--- src/rtl/ram_arb_pkg.sv ---
// Shared types for the two-requester RAM port arbiter.
//   arb_state_t : arbitration FSM state (free arbitration or locked to one requester)
//   req_id_t    : requester identifier, 0 = m0 (fetch), 1 = m1 (load/store)
//   rd_tag_t    : per-read tracking tag carried alongside the RAM read latency
package ram_arb_pkg;

  typedef enum logic [1:0] {
    ARB   = 2'd0,
    LOCK0 = 2'd1,
    LOCK1 = 2'd2
  } arb_state_t;

  typedef logic req_id_t;

  localparam req_id_t ID_M0 = 1'b0;
  localparam req_id_t ID_M1 = 1'b1;

  typedef struct packed {
    logic    valid;
    req_id_t id;
  } rd_tag_t;

endpackage

--- src/rtl/rd_tag_pipe.sv ---
// Shift register of read tags that mirrors the RAM read latency so the
// returning data can be steered to the requester that issued the read.
//   clk  : clock
//   clr  : synchronous clear of every stage
//   din  : tag for the access issued this cycle
//   dout : tag whose read data is on the RAM output this cycle
module rd_tag_pipe
  import ram_arb_pkg::*;
#(
  parameter int unsigned DEPTH = 1
) (
  input  logic    clk,
  input  logic    clr,
  input  rd_tag_t din,
  output rd_tag_t dout
);

  rd_tag_t stage_q [DEPTH];

  always_ff @(posedge clk) begin
    if (clr) begin
      for (int i = 0; i < int'(DEPTH); i++) stage_q[i] <= '0;
    end else begin
      stage_q[0] <= din;
      for (int i = 1; i < int'(DEPTH); i++) stage_q[i] <= stage_q[i-1];
    end
  end

  assign dout = stage_q[DEPTH-1];

endmodule

--- src/rtl/ram_port_arbiter.sv ---
// Shares one single-port synchronous RAM between m0 (fetch) and m1 (LSU).
// Round-robin grant with a lock for atomic read-modify-write; read data is
// routed back to the issuing requester after RD_LATENCY cycles.
//   clk, rst                : clock, synchronous active-high reset
//   mX_req/we/lock/addr/wdata: requester X access (held until granted)
//   mX_gnt                  : combinational accept of requester X
//   mX_rvalid/rdata         : read return for requester X
//   mem_en/we/addr/wdata    : RAM command, muxed from the granted requester
//   mem_rdata               : RAM read data
module ram_port_arbiter
  import ram_arb_pkg::*;
#(
  parameter int unsigned ADDR_WIDTH = 8,
  parameter int unsigned DATA_WIDTH = 32,
  parameter int unsigned RD_LATENCY = 1
) (
  input  logic                  clk,
  input  logic                  rst,
  input  logic                  m0_req,
  input  logic                  m0_we,
  input  logic                  m0_lock,
  input  logic [ADDR_WIDTH-1:0] m0_addr,
  input  logic [DATA_WIDTH-1:0] m0_wdata,
  output logic                  m0_gnt,
  output logic                  m0_rvalid,
  output logic [DATA_WIDTH-1:0] m0_rdata,
  input  logic                  m1_req,
  input  logic                  m1_we,
  input  logic                  m1_lock,
  input  logic [ADDR_WIDTH-1:0] m1_addr,
  input  logic [DATA_WIDTH-1:0] m1_wdata,
  output logic                  m1_gnt,
  output logic                  m1_rvalid,
  output logic [DATA_WIDTH-1:0] m1_rdata,
  output logic                  mem_en,
  output logic                  mem_we,
  output logic [ADDR_WIDTH-1:0] mem_addr,
  output logic [DATA_WIDTH-1:0] mem_wdata,
  input  logic [DATA_WIDTH-1:0] mem_rdata
);

  arb_state_t state_q, state_d;
  req_id_t    last_gnt_q, last_gnt_d;
  rd_tag_t    tag_in, tag_out;
  logic       xfer;
  logic       xfer_lock;
  req_id_t    gnt_id;

  // State and round-robin pointer; reset points at m1 so m0 wins first.
  always_ff @(posedge clk) begin
    if (rst) begin
      state_q    <= ARB;
      last_gnt_q <= ID_M1;
    end else begin
      state_q    <= state_d;
      last_gnt_q <= last_gnt_d;
    end
  end

  // Grant, next state and RAM command mux.
  always_comb begin
    state_d    = state_q;
    last_gnt_d = last_gnt_q;
    m0_gnt     = 1'b0;
    m1_gnt     = 1'b0;
    mem_en     = 1'b0;
    mem_we     = 1'b0;
    mem_addr   = '0;
    mem_wdata  = '0;
    xfer       = 1'b0;
    xfer_lock  = 1'b0;
    gnt_id     = ID_M0;

    if (!rst) begin
      unique case (state_q)
        ARB: begin
          if (m0_req && m1_req) begin
            m0_gnt = (last_gnt_q == ID_M1);
            m1_gnt = (last_gnt_q == ID_M0);
          end else begin
            m0_gnt = m0_req;
            m1_gnt = m1_req;
          end
        end
        LOCK0:   m0_gnt = m0_req;
        LOCK1:   m1_gnt = m1_req;
        default: ;
      endcase
    end

    if (m0_gnt) begin
      xfer      = 1'b1;
      xfer_lock = m0_lock;
      gnt_id    = ID_M0;
      mem_en    = 1'b1;
      mem_we    = m0_we;
      mem_addr  = m0_addr;
      mem_wdata = m0_wdata;
    end else if (m1_gnt) begin
      xfer      = 1'b1;
      xfer_lock = m1_lock;
      gnt_id    = ID_M1;
      mem_en    = 1'b1;
      mem_we    = m1_we;
      mem_addr  = m1_addr;
      mem_wdata = m1_wdata;
    end

    // Only a transfer moves the FSM: its lock bit selects hold or release.
    if (xfer) begin
      last_gnt_d = gnt_id;
      if (xfer_lock) state_d = (gnt_id == ID_M1) ? LOCK1 : LOCK0;
      else           state_d = ARB;
    end

    tag_in.valid = xfer && !mem_we;
    tag_in.id    = gnt_id;
  end

  rd_tag_pipe #(
    .DEPTH (RD_LATENCY)
  ) u_rd_tag_pipe (
    .clk  (clk),
    .clr  (rst),
    .din  (tag_in),
    .dout (tag_out)
  );

  assign m0_rvalid = tag_out.valid && (tag_out.id == ID_M0);
  assign m1_rvalid = tag_out.valid && (tag_out.id == ID_M1);
  assign m0_rdata  = m0_rvalid ? mem_rdata : '0;
  assign m1_rdata  = m1_rvalid ? mem_rdata : '0;

endmodule

--- config.mk ---
export PLATFORM = sky130hd
export DESIGN_NAME = ram_port_arbiter
export DESIGN_NICKNAME = d
export VERILOG_FILES = /design/src/rtl/ram_arb_pkg.sv /design/src/rtl/rd_tag_pipe.sv /design/src/rtl/ram_port_arbiter.sv
export SDC_FILE = /design/constraint.sdc
export NUM_CORES = 1
export LEC_CHECK = 0
export CORE_AREA = 2 2 89 91
export DETAILED_ROUTE_END_ITERATION = 12
export DIE_AREA = 0 0 91 93
export PLACE_DENSITY = 0.64
export SLEW_MARGIN = 20
export SYNTH_ARGS = -nofsm -noshare
export SYNTH_HDL_FRONTEND = slang
export SYNTH_SLANG_ARGS = --single-unit
--- constraint.sdc ---
create_clock -name clk -period 2.79 [get_ports clk]
set_input_delay 0.837 -clock clk [delete_from_list [all_inputs] [get_ports clk]]
set_output_delay 0.837 -clock clk [all_outputs]
set_load 0.1 [all_outputs]
==> metrics.txt, run 1 <==
# TYPE chip_impl_metric gauge
chip_impl_info{name="outcome",value="finished, violations left"} 1
chip_impl_info{name="failed_checks",value="negative setup slack"} 1
chip_impl_metric{name="syn_area_per_cell",unit="µm²"} 7.88
chip_impl_metric{name="clock_latency",unit="ps"} 230
chip_impl_metric{name="drv_cap",unit=""} 0
chip_impl_metric{name="placedCellCount",unit=""} 478
chip_impl_metric{name="die_height",unit="µm"} 93
chip_impl_metric{name="synth_fp_nets",unit=""} 268
chip_impl_metric{name="instances_no_fill",unit=""} 496
chip_impl_metric{name="antenna_violations_before_repair",unit=""} 0
chip_impl_metric{name="layout-drive-gt1-share",unit=""} 0.515
chip_impl_metric{name="grt.total_usage",unit=""} 0.205
chip_impl_metric{name="number_of_port_buffers",unit=""} 229
chip_impl_metric{name="clockBufferDepth",unit=""} 2
chip_impl_info{name="timing.hold.worst.class",value="flip-flop to flip-flop"} 1
chip_impl_info{name="kind_of_critical_path",value="primary input to output pin"} 1
chip_impl_metric{name="global_route_congestion_overflow_total",unit=""} 0
chip_impl_metric{name="num-nets-final",unit=""} 515
chip_impl_metric{name="power.internal",unit="µW"} 834
chip_impl_metric{name="max_freq",unit="MHz"} 355
chip_impl_metric{name="total_net_switching_power",unit="µW"} 939
chip_impl_metric{name="max_slew_headroom_at_the_worst_pin",unit=""} 0.773
chip_impl_metric{name="grt_first_pass_wirelength",unit="mm"} 13.8
chip_impl_info{name="buffer_cell_driving_the_clock_tree_root",value="sky130_fd_sc_hd__clkbuf_8"} 1
chip_impl_metric{name="final_period_minus_worst_setup_slack",unit="ps"} 2820
chip_impl_metric{name="firstDrtPassIters",unit=""} 3
chip_impl_metric{name="leakage",unit="nW"} 2.40
chip_impl_metric{name="route.final.wire_length",unit="mm"} 9.59
chip_impl_metric{name="min_period_over_period",unit=""} 1.01
chip_impl_info{name="worst_setup_path_start_kind",value="primary input"} 1
chip_impl_metric{name="design.core.area",unit="µm²"} 7530
chip_impl_metric{name="n_antenna_cell",unit=""} 0
chip_impl_metric{name="clkTransAtPathRegs",unit="ps"} 30
chip_impl_metric{name="synthCells",unit=""} 148
chip_impl_metric{name="wl_per_cell",unit="µm"} 19.3
chip_impl_metric{name="post-dp-hpwl",unit="mm"} 6.95
chip_impl_metric{name="power_per_cell_area",unit="nW/µm²"} 328
chip_impl_metric{name="finalMaxSlewViolations",unit=""} 0
chip_impl_metric{name="proportion_of_power_drawn_by_flip_flops_and_latches",unit=""} 0.048
chip_impl_metric{name="ff_latch_area",unit="µm²"} 100
chip_impl_metric{name="ys_seq_area_frac",unit=""} 0.0858
chip_impl_metric{name="vias",unit=""} 2259
chip_impl_metric{name="clock_sink_count",unit=""} 5
chip_impl_metric{name="netlist-cell-type-count",unit=""} 23
chip_impl_metric{name="final_core_utilization",unit=""} 0.719
chip_impl_metric{name="cts-buffers-inserted",unit=""} 3
chip_impl_metric{name="fin_skew",unit="ps"} 2.96
chip_impl_info{name="cts_tree",value="built"} 1
chip_impl_metric{name="setup_ws",unit="ps"} -27.7
chip_impl_metric{name="setup-violations-final",unit=""} 25
chip_impl_metric{name="clock_power_share",unit=""} 0.078
chip_impl_info{name="rsz_0062_raised_after_global_routing",value="true"} 1
chip_impl_metric{name="ys_ff_latch",unit=""} 5
chip_impl_metric{name="start_util",unit=""} 0.155
chip_impl_metric{name="detail_route.drc_violations",unit=""} 0
chip_impl_metric{name="drt-vias-per-instance",unit=""} 4.55
chip_impl_metric{name="ys.warnings.count",unit=""} 0
chip_impl_metric{name="grt_max_degree",unit=""} 34
chip_impl_metric{name="ir_drop",unit="µV"} 360
chip_impl_metric{name="worst-slew-pin-transition",unit="ps"} 340
chip_impl_metric{name="timing.critical_path.arrival",unit="ps"} 1980
chip_impl_metric{name="drt_iter0_markers",unit=""} 75
chip_impl_metric{name="p_total",unit="mW"} 1.77
chip_impl_metric{name="grt_pass1_vias",unit=""} 2365
chip_impl_metric{name="hold_fails_final_rpt",unit=""} 0
chip_impl_metric{name="die_area",unit="µm²"} 8460
chip_impl_metric{name="cts-htree-levels",unit=""} 1
chip_impl_metric{name="p_comb_frac",unit=""} 0.874
chip_impl_metric{name="num_rows",unit=""} 32
chip_impl_metric{name="final_antenna_net_count",unit=""} 0
chip_impl_metric{name="fillerInstances",unit=""} 523
chip_impl_metric{name="die-width",unit="µm"} 91
chip_impl_metric{name="syn2layout_area_growth",unit="%"} 364
chip_impl_metric{name="i_o_pin_cnt",unit=""} 230
chip_impl_metric{name="worstPathMaxFanout",unit=""} 6
chip_impl_metric{name="worstPathRequired",unit="ps"} 1950
chip_impl_metric{name="multi_input_area",unit="µm²"} 1280
chip_impl_metric{name="synthesis.area",unit="µm²"} 1170
chip_impl_metric{name="gpl.final_weighted_congestion",unit=""} 0.805
chip_impl_info{name="cp-end-kind",value="output pin"} 1
chip_impl_metric{name="switching_power_as_a_share_of_total_power",unit=""} 0.530
-- timing repair --
item,4_1_cts,5_1_grt
pin swaps,4,20
hold buffers,0,0
endpoints found under the setup margin,44,42
gates resized for setup,51,8
setup buffers,7,4
gates cloned,5,3
-- per-layer routing --
| metal | global-route usage | up-vias | routed length [µm] |
|---|---|---|---|
| met3 | 0.0459 | 20 | 633 |
| met1 | 0.218 | 1061 | 3370 |
| li1 | - | 1059 | - |
| met2 | 0.401 | 119 | 5330 |
| met4 | 0.0593 | 0 | 264 |
| met5 | 0 | - | 0 |
-- state kept, by name, indices dropped and copies added (netlist names) --
register and flops:
state_q 2, u_rd_tag_pipe.stage_q 2, last_gnt_q 1
-- per-stage QoR --
step | setup TNS, ps | hold slack, ps | setup WS [ps] | instance area [µm²]
final | -201 | 596 | -27.7 | 5410
after global routing | -1750 | 618 | -66.8 | 5410
after CTS | -420 | 597 | -24.4 | 5290
after detailed placement | -18940 | 593 | -465 | 4840
after global placement | -17130 | 579 | -420 | 4840
after floorplan | -1770 | 545 | -59.1 | 1320
-- power by group through the flow --
stage	Clock [mW]	Sequential, mW	Combinational (mW)
6_report	0.138	0.0849	1.55
5_1_grt	0.145	0.0855	1.59
4_1_cts	0.142	0.0847	1.53
3_5_place_dp	0	0.0858	1.44
3_3_place_gp	0	0.0851	1.43
2_1_floorplan	0	0.0856	0.818
-- critical path, cell delays in order --
cell                       delay, ps
sky130_fd_sc_hd__buf_6            90
sky130_fd_sc_hd__nor2b_4         130
sky130_fd_sc_hd__a211oi_4        230
sky130_fd_sc_hd__buf_6           140
sky130_fd_sc_hd__buf_8           110
sky130_fd_sc_hd__buf_16          120
sky130_fd_sc_hd__a22o_4          140
sky130_fd_sc_hd__buf_12          170
-- cells in the mapped netlist --
cell type                  instances  area (µm²)
sky130_fd_sc_hd__a211oi_1          1        7.51
sky130_fd_sc_hd__nor2b_1           2        12.5
sky130_fd_sc_hd__a22o_2            2        20.0
sky130_fd_sc_hd__a22o_1           39         342
sky130_fd_sc_hd__clkbuf_1         10        37.5
sky130_fd_sc_hd__buf_6             8        90.1
sky130_fd_sc_hd__nand2b_4          1        13.8
sky130_fd_sc_hd__inv_1             2        7.51
sky130_fd_sc_hd__a221oi_1          1        8.76
sky130_fd_sc_hd__dfxtp_1           5         100
sky130_fd_sc_hd__nor3_1            1        5.00
sky130_fd_sc_hd__nor3_4            1        16.3
sky130_fd_sc_hd__and3_1           33         206
sky130_fd_sc_hd__a211oi_4          1        20.0
sky130_fd_sc_hd__o21ai_0           1        5.00
sky130_fd_sc_hd__nand2b_1          1        6.26
sky130_fd_sc_hd__nand2_1           1        3.75
sky130_fd_sc_hd__a32o_1            1        10.0
sky130_fd_sc_hd__nor2b_2           1        8.76
sky130_fd_sc_hd__a211o_2           1        10.0
sky130_fd_sc_hd__mux2i_1           1        10.0
sky130_fd_sc_hd__and2_1           33         206
sky130_fd_sc_hd__nor3b_4           1        18.8
-- final timing paths --
path / from / endpoint / slack, ps / cells after the start
worst min-delay path: state_q[0] / state_q[0] / 600 / 2
worst max register to register: last_gnt_q / u_rd_tag_pipe.stage_q[0][1] / 1410 / 5
worst max-delay path: m0_req / mem_wdata[16] / -30 / 8
worst min register to register: state_q[0] / state_q[0] / 600 / 2
-- cell type report --
type | instances | area share
Clock buffer | 4 | 0.00832
Timing Repair Buffer | 260 | 0.712
Sequential cell | 5 | 0.0185
Tap cell | 102 | 0.0236
Inverter | 2 | 0.00139
Multi-Input combinational cell | 123 | 0.237
-- cell families after synthesis --
logic type,share of synthesized area
compound gates,0.363
buf+inv,0.116
mux,0.00858
simple gates,0.427
flops,0.0858
-- cells in the final DEF, fill, tap and decap left out, types with 2 or more instances in the layout --
cell type,netlist,final
sky130_fd_sc_hd__buf_12,0,112
sky130_fd_sc_hd__and3_1,33,33
sky130_fd_sc_hd__inv_1,2,2
sky130_fd_sc_hd__a22o_2,2,3
sky130_fd_sc_hd__and2_2,0,9
sky130_fd_sc_hd__a22o_4,0,38
sky130_fd_sc_hd__dfxtp_1,5,5
sky130_fd_sc_hd__buf_6,8,4
sky130_fd_sc_hd__clkdlybuf4s50_1,0,116
sky130_fd_sc_hd__nor2b_1,2,2
sky130_fd_sc_hd__clkbuf_8,0,3
sky130_fd_sc_hd__buf_16,0,6
sky130_fd_sc_hd__buf_4,0,15
sky130_fd_sc_hd__buf_8,0,3
sky130_fd_sc_hd__clkbuf_16,0,3
sky130_fd_sc_hd__and2_1,33,24
Power figures use the tool's default switching activity.
==> inputs of run 2 (changes only) <==
--- a/config.mk
+++ b/config.mk
@@ -5,11 +5,12 @@
 export SDC_FILE = /design/constraint.sdc
 export NUM_CORES = 1
 export LEC_CHECK = 0
-export CORE_AREA = 2 2 89 91
+export CORE_AREA = 2 2 88 90
 export DETAILED_ROUTE_END_ITERATION = 12
-export DIE_AREA = 0 0 91 93
-export PLACE_DENSITY = 0.64
+export DIE_AREA = 0 0 90 92
+export PLACE_DENSITY = 0.65
 export SLEW_MARGIN = 20
 export SYNTH_ARGS = -nofsm -noshare
 export SYNTH_HDL_FRONTEND = slang
+export SYNTH_HIERARCHICAL = 1
 export SYNTH_SLANG_ARGS = --single-unit
==> run 2 against run 1 <==
  * Die area is 2.2% lower
  * Core utilization is 1.8 points higher
  * Largest power group unchanged
  * The flow still finishes with violations (negative setup slack)
  * First-iteration DRC count is 25% lower
  * Clock skew is 1.1 ps lower
  * Critical endpoint is now mem_wdata[1]
  * Sequential power is 1% higher
==> metrics.txt, run 2 <==
# TYPE chip_impl_metric gauge
chip_impl_metric{name="wl_per_cell",unit="µm"} 18.0
chip_impl_info{name="timing.hold.worst.class",value="flip-flop to flip-flop"} 1
chip_impl_metric{name="num_rows",unit=""} 32
chip_impl_metric{name="reg2reg_depth",unit=""} 7
chip_impl_metric{name="die_area",unit="µm²"} 8280
chip_impl_metric{name="p_comb_frac",unit=""} 0.854
chip_impl_metric{name="die-width",unit="µm"} 90
chip_impl_info{name="ys_top_cells_by_area",value="sky130_fd_sc_hd__a22o_1, sky130_fd_sc_hd__and2_1, sky130_fd_sc_hd__and3_1, sky130_fd_sc_hd__dfxtp_1, sky130_fd_sc_hd__buf_6"} 1
chip_impl_info{name="critical-path-slowest-cell",value="sky130_fd_sc_hd__nor3_4"} 1
chip_impl_info{name="rr_endpoint",value="u_rd_tag_pipe/stage_q[0][1]"} 1
chip_impl_metric{name="fin_skew",unit="ps"} 1.87
chip_impl_metric{name="clock_latency",unit="ps"} 220
chip_impl_info{name="cp-end-kind",value="output pin"} 1
chip_impl_info{name="synthMostInstantiatedCell",value="sky130_fd_sc_hd__a22o_1"} 1
chip_impl_metric{name="synthesis.area",unit="µm²"} 1150
chip_impl_metric{name="grt_first_pass_wirelength",unit="mm"} 13.7
chip_impl_info{name="biggestRegsByFlops",value="state_q x2, u_rd_tag_pipe/stage_q x2, last_gnt_q x1"} 1
chip_impl_metric{name="grt_max_degree",unit=""} 34
chip_impl_info{name="outcome",value="finished, violations left"} 1
chip_impl_metric{name="cts-htree-levels",unit=""} 1
chip_impl_metric{name="power.internal",unit="µW"} 754
chip_impl_metric{name="number_of_synthesized_flops_with_an_enable_pin",unit=""} 0
chip_impl_metric{name="worstPathMaxFanout",unit=""} 8
chip_impl_metric{name="netlist-cell-type-count",unit=""} 19
chip_impl_metric{name="worst-slew-pin-transition",unit="ps"} 349
chip_impl_metric{name="cp.buffers_inverters",unit=""} 4
chip_impl_metric{name="p_total",unit="mW"} 1.50
chip_impl_metric{name="grt.total_usage",unit=""} 0.208
chip_impl_info{name="layout.cells.most_common_list",value="sky130_fd_sc_hd__clkdlybuf4s50_1, sky130_fd_sc_hd__buf_12, sky130_fd_sc_hd__a22o_4, sky130_fd_sc_hd__and3_1, sky130_fd_sc_hd__and2_1"} 1
chip_impl_metric{name="design.core.area",unit="µm²"} 7450
chip_impl_metric{name="synthCells",unit=""} 150
chip_impl_metric{name="leakage",unit="nW"} 2.43
chip_impl_metric{name="post_cts_hold_buffer_count",unit=""} 0
chip_impl_metric{name="pre_cts_slack",unit="ps"} -491
chip_impl_metric{name="ys_ff_latch",unit=""} 5
chip_impl_info{name="worst_hold_path.endpoint",value="state_q[1]"} 1
chip_impl_metric{name="ys_seq_area_frac",unit=""} 0.0872
chip_impl_metric{name="final_antenna_net_count",unit=""} 0
chip_impl_metric{name="syn2layout_area_growth",unit="%"} 379
chip_impl_metric{name="synth_fp_nets",unit=""} 270
chip_impl_metric{name="route.final.wire_length",unit="mm"} 8.97
chip_impl_metric{name="finalMaxSlewViolations",unit=""} 0
chip_impl_info{name="cts_tree",value="built"} 1
chip_impl_metric{name="n_antenna_cell",unit=""} 0
chip_impl_metric{name="grt_pass1_vias",unit=""} 2466
chip_impl_info{name="rsz_0062_raised_after_global_routing",value="true"} 1
chip_impl_info{name="synth_ff_type",value="sky130_fd_sc_hd__dfxtp_1"} 1
chip_impl_metric{name="total_net_switching_power",unit="µW"} 742
chip_impl_metric{name="antenna_violations_before_repair",unit=""} 0
chip_impl_metric{name="ys.warnings.count",unit=""} 6
chip_impl_metric{name="clock_power_share",unit=""} 0.089
chip_impl_metric{name="firstDrtPassIters",unit=""} 4
chip_impl_info{name="timing.critical_path.cells",value="buf_8 -> nor3b_4 -> nor3_4 -> buf_6 -> buf_12 -> a22o_4 -> buf_12"} 1
chip_impl_metric{name="drv_cap",unit=""} 0
chip_impl_info{name="failed_checks",value="negative setup slack"} 1
chip_impl_metric{name="final.hold.worst_slack",unit="ps"} 561
chip_impl_metric{name="min_period_over_period",unit=""} 1.02
chip_impl_metric{name="max_freq",unit="MHz"} 353
chip_impl_info{name="path_delay_family",value="buffers and inverters"} 1
chip_impl_metric{name="ir_drop",unit="µV"} 189
chip_impl_metric{name="hold_path_depth",unit=""} 1
chip_impl_metric{name="i_o_pin_cnt",unit=""} 230
chip_impl_metric{name="switching_power_as_a_share_of_total_power",unit=""} 0.496
chip_impl_metric{name="detail_route.drc_violations",unit=""} 0
chip_impl_metric{name="post_dp_cell_area",unit="µm²"} 4840
chip_impl_metric{name="number_of_port_buffers",unit=""} 229
chip_impl_metric{name="start_util",unit=""} 0.154
chip_impl_metric{name="final_period_minus_worst_setup_slack",unit="ps"} 2830
chip_impl_metric{name="vias",unit=""} 2275
chip_impl_info{name="worst_setup_path_start_kind",value="primary input"} 1
chip_impl_metric{name="postSynth.asyncResetShare",unit=""} 0
chip_impl_info{name="layout_commonest_cell",value="sky130_fd_sc_hd__clkdlybuf4s50_1"} 1
chip_impl_metric{name="critical-path-max-stage-delay",unit="ps"} 270
chip_impl_info{name="worst_hold_startpoint",value="state_q[1]"} 1
chip_impl_metric{name="post-dp-hpwl",unit="mm"} 6.44
chip_impl_metric{name="clkTransAtPathRegs",unit="ps"} 40
chip_impl_info{name="cpMostUsedCell",value="sky130_fd_sc_hd__buf_12"} 1
chip_impl_metric{name="hold_fails_final_rpt",unit=""} 0
chip_impl_info{name="synthDominantAreaCellType",value="sky130_fd_sc_hd__a22o_1"} 1
chip_impl_info{name="kind_of_critical_path",value="primary input to output pin"} 1
chip_impl_info{name="yosys-top-cells-count",value="sky130_fd_sc_hd__a22o_1, sky130_fd_sc_hd__and2_1, sky130_fd_sc_hd__and3_1"} 1
chip_impl_metric{name="reg2reg_slack",unit="ps"} 1130
chip_impl_info{name="regToRegStartpoint",value="last_gnt_q"} 1
chip_impl_metric{name="finalInstanceArea",unit="µm²"} 5490
chip_impl_metric{name="setup_ws",unit="ps"} -42.3
chip_impl_metric{name="cts-buffers-inserted",unit=""} 3
chip_impl_metric{name="max_slew_headroom_at_the_worst_pin",unit=""} 0.767
chip_impl_metric{name="drt-vias-per-instance",unit=""} 4.57
chip_impl_metric{name="netlist.area_leader.share",unit=""} 0.298
chip_impl_info{name="buffer_cell_driving_the_clock_tree_root",value="sky130_fd_sc_hd__clkbuf_8"} 1
chip_impl_metric{name="timing.critical_path.arrival",unit="ps"} 2000
chip_impl_metric{name="clockBufferDepth",unit=""} 2
chip_impl_metric{name="clock_sink_count",unit=""} 5
chip_impl_metric{name="gpl.final_weighted_congestion",unit=""} 0.756
chip_impl_metric{name="worstPathRequired",unit="ps"} 1950
chip_impl_metric{name="setup-violations-final",unit=""} 36
chip_impl_metric{name="drt_iter0_markers",unit=""} 56
chip_impl_metric{name="global_route_congestion_overflow_total",unit=""} 0
chip_impl_metric{name="power_per_cell_area",unit="nW/µm²"} 272
chip_impl_metric{name="die_height",unit="µm"} 92
chip_impl_metric{name="fin_tns_setup",unit="ps"} -993
chip_impl_metric{name="proportion_of_power_drawn_by_flip_flops_and_latches",unit=""} 0.057
chip_impl_metric{name="syn_area_per_cell",unit="µm²"} 7.65
chip_impl_metric{name="num-nets-final",unit=""} 517
chip_impl_metric{name="layout-drive-gt1-share",unit=""} 0.520
## run 2: cell count changes in the layout (fill, tap and decap cells not counted), moves of 2 or more
cell                      before  now
sky130_fd_sc_hd__a21oi_1       0    3
sky130_fd_sc_hd__o221a_2       0    2
sky130_fd_sc_hd__a22o_4       38   41
sky130_fd_sc_hd__buf_4        15   12
sky130_fd_sc_hd__buf_12      112  114
sky130_fd_sc_hd__inv_1         2    5
sky130_fd_sc_hd__a22o_2        3    1
## run 2: kinds of logic (layout without fill, tap and decap cells)
kind of cell,Yosys count,in the layout,synth area share
flops,5,5,0.0872
buf+inv,22,268,0.103
simple gates,73,73,0.419
compound gates,50,50,0.392
## run 2: worst max path at each step
stage | startpoint | endpoint | slack [ps] | cells past startpoint
after floorplan | m1_req | m1_gnt | -340 | 2
after global placement | m1_req | mem_wdata[31] | -480 | 6
after detailed placement | m1_req | mem_wdata[31] | -490 | 6
after CTS | m1_req | mem_wdata[11] | -70 | 6
after global routing | m1_req | mem_wdata[8] | -80 | 7
final | m1_req | mem_wdata[1] | -40 | 7
## run 2: cell type report
| type | count | area [µm²] |
|---|---|---|
| Clock buffer | 4 | 45.0 |
| Sequential cell | 5 | 100 |
| Multi-Input combinational cell | 123 | 1310 |
| Inverter | 5 | 18.8 |
| Tap cell | 102 | 128 |
| Fill cell | 507 | 1960 |
| Timing Repair Buffer | 259 | 3890 |
## run 2: what timing repair did
action                                  4_1_cts  5_1_grt
pin swaps                                    12        6
cloned                                        8        2
gates resized for setup                      57        7
endpoints found under the setup margin       44       42
buffers inserted                              6        4
## run 2: per-stage QoR
step | utilization | instances
finish | 0.737 | 498
global route | 0.737 | 498
global placement | 0.650 | 475
floorplan | - | 150
detailed placement | 0.650 | 475
CTS | 0.724 | 493
## run 2: power groups by stage
stage | Clock [mW] | Sequential [mW] | Combinational (mW)
3_3_place_gp | 0 | 0.0852 | 1.13
4_1_cts | 0.137 | 0.0854 | 1.26
3_5_place_dp | 0 | 0.0856 | 1.14
5_1_grt | 0.144 | 0.0868 | 1.32
6_report | 0.133 | 0.0858 | 1.28
2_1_floorplan | 0 | 0.0838 | 0.629
## run 2: layer usage
metal  global-route usage  vias to the layer above  routed length, µm
met2                0.407                      151               4950
met4               0.0628                        0                168
met1                0.211                     1042               3050
met3               0.0608                       12                804
met5                    0                        -                  0
li1                     -                     1070                  -
==> inputs of run 3 (changes only) <==
--- a/config.mk
+++ b/config.mk
@@ -9,6 +9,7 @@
 export DETAILED_ROUTE_END_ITERATION = 12
 export DIE_AREA = 0 0 90 92
 export PLACE_DENSITY = 0.65
+export REMOVE_ABC_BUFFERS = 1
 export SLEW_MARGIN = 20
 export SYNTH_ARGS = -nofsm -noshare
 export SYNTH_HDL_FRONTEND = slang
==> run 3 against run 2 <==
  * The run still ends with negative setup slack left
  * Cell count shrank 1.2%
  * Non-clock buffer count shrank 6
  * Via count is 5.7% lower
  * Worst hold slack lost 0.80 ps
  * Sequential power shrank 2%
  * Largest cell class unchanged
==> metrics.txt, run 3 (synthesis results as in run 2) <==
# TYPE chip_impl_metric gauge
chip_impl_info{name="outcome",value="finished, violations left"} 1
chip_impl_info{name="failed_checks",value="negative setup slack"} 1
chip_impl_metric{name="ir_drop",unit="µV"} 179
chip_impl_metric{name="num-nets-final",unit=""} 511
chip_impl_metric{name="number_of_port_buffers",unit=""} 229
chip_impl_metric{name="clock_power_share",unit=""} 0.092
chip_impl_metric{name="fin_skew",unit="ps"} 1.25
chip_impl_metric{name="fin_tns_setup",unit="ps"} -241
chip_impl_metric{name="gpl.final_weighted_congestion",unit=""} 0.840
chip_impl_metric{name="finalMaxSlewViolations",unit=""} 0
chip_impl_metric{name="detail_route.drc_violations",unit=""} 0
chip_impl_metric{name="instances_no_fill",unit=""} 492
chip_impl_metric{name="route.final.wire_length",unit="mm"} 8.65
chip_impl_metric{name="wl_per_cell",unit="µm"} 17.6
chip_impl_metric{name="setup-violations-final",unit=""} 12
chip_impl_metric{name="antenna_violations_before_repair",unit=""} 0
chip_impl_metric{name="critical-path-max-stage-delay",unit="ps"} 300
chip_impl_metric{name="n_antenna_cell",unit=""} 0
chip_impl_metric{name="drt-vias-per-instance",unit=""} 4.36
chip_impl_metric{name="syn2layout_area_growth",unit="%"} 349
chip_impl_metric{name="drv_cap",unit=""} 0
chip_impl_metric{name="worstPathRequired",unit="ps"} 1950
chip_impl_metric{name="i_o_pin_cnt",unit=""} 230
chip_impl_metric{name="worstPathMaxFanout",unit=""} 8
chip_impl_metric{name="die-width",unit="µm"} 90
chip_impl_metric{name="cts-buffers-inserted",unit=""} 3
chip_impl_metric{name="finalInstanceArea",unit="µm²"} 5150
chip_impl_info{name="cp-end-kind",value="output pin"} 1
chip_impl_info{name="timing.critical_path.cells",value="buf_8 -> nand2b_4 -> a311oi_4 -> buf_6 -> buf_8 -> a22o_1 -> buf_12"} 1
chip_impl_metric{name="max_slew_headroom_at_the_worst_pin",unit=""} 0.780
chip_impl_info{name="regToRegStartpoint",value="last_gnt_q"} 1
chip_impl_info{name="kind_of_critical_path",value="primary input to output pin"} 1
chip_impl_metric{name="proportion_of_power_drawn_by_flip_flops_and_latches",unit=""} 0.059
chip_impl_metric{name="firstDrtPassIters",unit=""} 4
chip_impl_metric{name="hold_path_depth",unit=""} 1
chip_impl_info{name="cts_tree",value="built"} 1
chip_impl_metric{name="total_net_switching_power",unit="µW"} 719
chip_impl_metric{name="die_area",unit="µm²"} 8280
chip_impl_metric{name="power_per_cell_area",unit="nW/µm²"} 276
chip_impl_metric{name="min_period_over_period",unit=""} 1.02
chip_impl_metric{name="timing.critical_path.arrival",unit="ps"} 2000
chip_impl_metric{name="max_freq",unit="MHz"} 353
chip_impl_info{name="buffer_cell_driving_the_clock_tree_root",value="sky130_fd_sc_hd__clkbuf_8"} 1
chip_impl_metric{name="power.internal",unit="µW"} 700
chip_impl_metric{name="global_route_congestion_overflow_total",unit=""} 0
chip_impl_info{name="critical-path-slowest-cell",value="sky130_fd_sc_hd__a311oi_4"} 1
chip_impl_metric{name="hold_fails_final_rpt",unit=""} 0
chip_impl_metric{name="clkTransAtPathRegs",unit="ps"} 40
chip_impl_info{name="worst_setup_path_start_kind",value="primary input"} 1
chip_impl_metric{name="worst-slew-pin-transition",unit="ps"} 329
chip_impl_info{name="rsz_0062_raised_after_global_routing",value="true"} 1
chip_impl_metric{name="design.core.area",unit="µm²"} 7450
chip_impl_metric{name="setup_ws",unit="ps"} -42.3
chip_impl_metric{name="num_rows",unit=""} 32
chip_impl_metric{name="grt_pass1_vias",unit=""} 2278
chip_impl_info{name="worst_hold_startpoint",value="state_q[1]"} 1
chip_impl_metric{name="reg2reg_depth",unit=""} 6
chip_impl_metric{name="final_period_minus_worst_setup_slack",unit="ps"} 2830
chip_impl_info{name="timing.hold.worst.class",value="flip-flop to flip-flop"} 1
chip_impl_info{name="biggestRegsByFlops",value="state_q x2, u_rd_tag_pipe/stage_q x2, last_gnt_q x1"} 1
chip_impl_metric{name="grt.total_usage",unit=""} 0.196
chip_impl_metric{name="vias",unit=""} 2145
chip_impl_metric{name="die_height",unit="µm"} 92
chip_impl_metric{name="p_total",unit="mW"} 1.42
chip_impl_metric{name="switching_power_as_a_share_of_total_power",unit=""} 0.507
chip_impl_info{name="worst_hold_path.endpoint",value="state_q[1]"} 1
chip_impl_metric{name="p_comb_frac",unit=""} 0.848
chip_impl_info{name="rr_endpoint",value="u_rd_tag_pipe/stage_q[0][1]"} 1
chip_impl_metric{name="drt_iter0_markers",unit=""} 39
chip_impl_metric{name="clock_latency",unit="ps"} 220
chip_impl_info{name="layout.cells.most_common_list",value="sky130_fd_sc_hd__clkdlybuf4s50_1, sky130_fd_sc_hd__buf_12, sky130_fd_sc_hd__and2_1, sky130_fd_sc_hd__and3_1, sky130_fd_sc_hd__a22o_4"} 1
chip_impl_metric{name="layout-drive-gt1-share",unit=""} 0.451
chip_impl_metric{name="cts-htree-levels",unit=""} 1
chip_impl_metric{name="leakage",unit="nW"} 2.27
chip_impl_metric{name="grt_max_degree",unit=""} 34
chip_impl_metric{name="placedCellCount",unit=""} 477
chip_impl_metric{name="clock_sink_count",unit=""} 5
chip_impl_metric{name="start_util",unit=""} 0.154
chip_impl_metric{name="grt_first_pass_wirelength",unit="mm"} 12.8
chip_impl_metric{name="clockBufferDepth",unit=""} 2
chip_impl_info{name="timing.critical_path.from",value="m1_req"} 1
chip_impl_metric{name="final_antenna_net_count",unit=""} 0
chip_impl_metric{name="post_dp_cell_area",unit="µm²"} 4680
chip_impl_metric{name="fillerInstances",unit=""} 537
chip_impl_metric{name="post-dp-hpwl",unit="mm"} 6.93
chip_impl_info{name="layout_commonest_cell",value="sky130_fd_sc_hd__clkdlybuf4s50_1"} 1
chip_impl_info{name="cpMostUsedCell",value="sky130_fd_sc_hd__buf_8"} 1
chip_impl_metric{name="final_core_utilization",unit=""} 0.691
chip_impl_metric{name="reg2reg_slack",unit="ps"} 1200
run 3: cell types whose count changed in the layout (fill, tap and decap cells not counted), moves of 2 or more:
cell,before,now
sky130_fd_sc_hd__and2_1,24,33
sky130_fd_sc_hd__a22o_2,1,3
sky130_fd_sc_hd__a22o_4,41,26
sky130_fd_sc_hd__and2_2,9,0
sky130_fd_sc_hd__clkbuf_16,2,0
sky130_fd_sc_hd__a22o_1,0,13
sky130_fd_sc_hd__buf_4,12,15
sky130_fd_sc_hd__buf_16,6,3
sky130_fd_sc_hd__buf_8,4,2
run 3: cell type report:
class                   instances  area [µm²]  area share
repair buffers                253        3690       0.717
clock buffers                   4        45.0     0.00875
well taps                     102         128      0.0248
multi-input cells             123        1160       0.226
flip-flops and latches          5         100      0.0194
inverters                       5        18.8     0.00365
run 3: critical path, delay by kind of cell:
kind | cells | cell delay [ps]
simple gates | 1 | 60
compound gates | 2 | 490
buf+inv | 4 | 610
run 3: worst max-delay path by stage:
stage / endpoint / cells past startpoint
3_5_place_dp: mem_wdata[4] / 6
3_3_place_gp: mem_wdata[25] / 6
6_report: mem_wdata[23] / 7
2_1_floorplan: m0_rdata[0] / 2
5_1_grt: mem_wdata[23] / 7
4_1_cts: mem_wdata[28] / 7
run 3: timing repair:
action,4_1_cts,5_1_grt
setup buffers,6,2
gates cloned,5,0
hold buffers,0,0
pin swaps,26,3
setup endpoints to repair,44,42
resized for setup,49,13
run 3: per-layer routing:
| metal | track usage | up-vias | wire [µm] |
|---|---|---|---|
| met5 | 0 | - | 0 |
| met4 | 0.0308 | 0 | 65 |
| met3 | 0.0460 | 4 | 701 |
| met2 | 0.409 | 138 | 4890 |
| met1 | 0.198 | 952 | 2990 |
| li1 | - | 1051 | - |
run 3: power by group through the flow:
| stage | registers (mW) | logic, mW | clock network, mW |
|---|---|---|---|
| after global routing | 0.0852 | 1.24 | 0.144 |
| after floorplan | 0.0874 | 0.580 | 0 |
| final | 0.0843 | 1.20 | 0.131 |
| after global placement | 0.0838 | 1.11 | 0 |
| after CTS | 0.0842 | 1.20 | 0.134 |
| after detailed placement | 0.0844 | 1.11 | 0 |
run 3: through the flow:
step                      setup slack, ps  hold slack [ps]
final                               -42.3              560
after global routing                -87.4              581
after CTS                           -97.3              558
after detailed placement             -567              550
after global placement               -499              541
after floorplan                     -1670              510
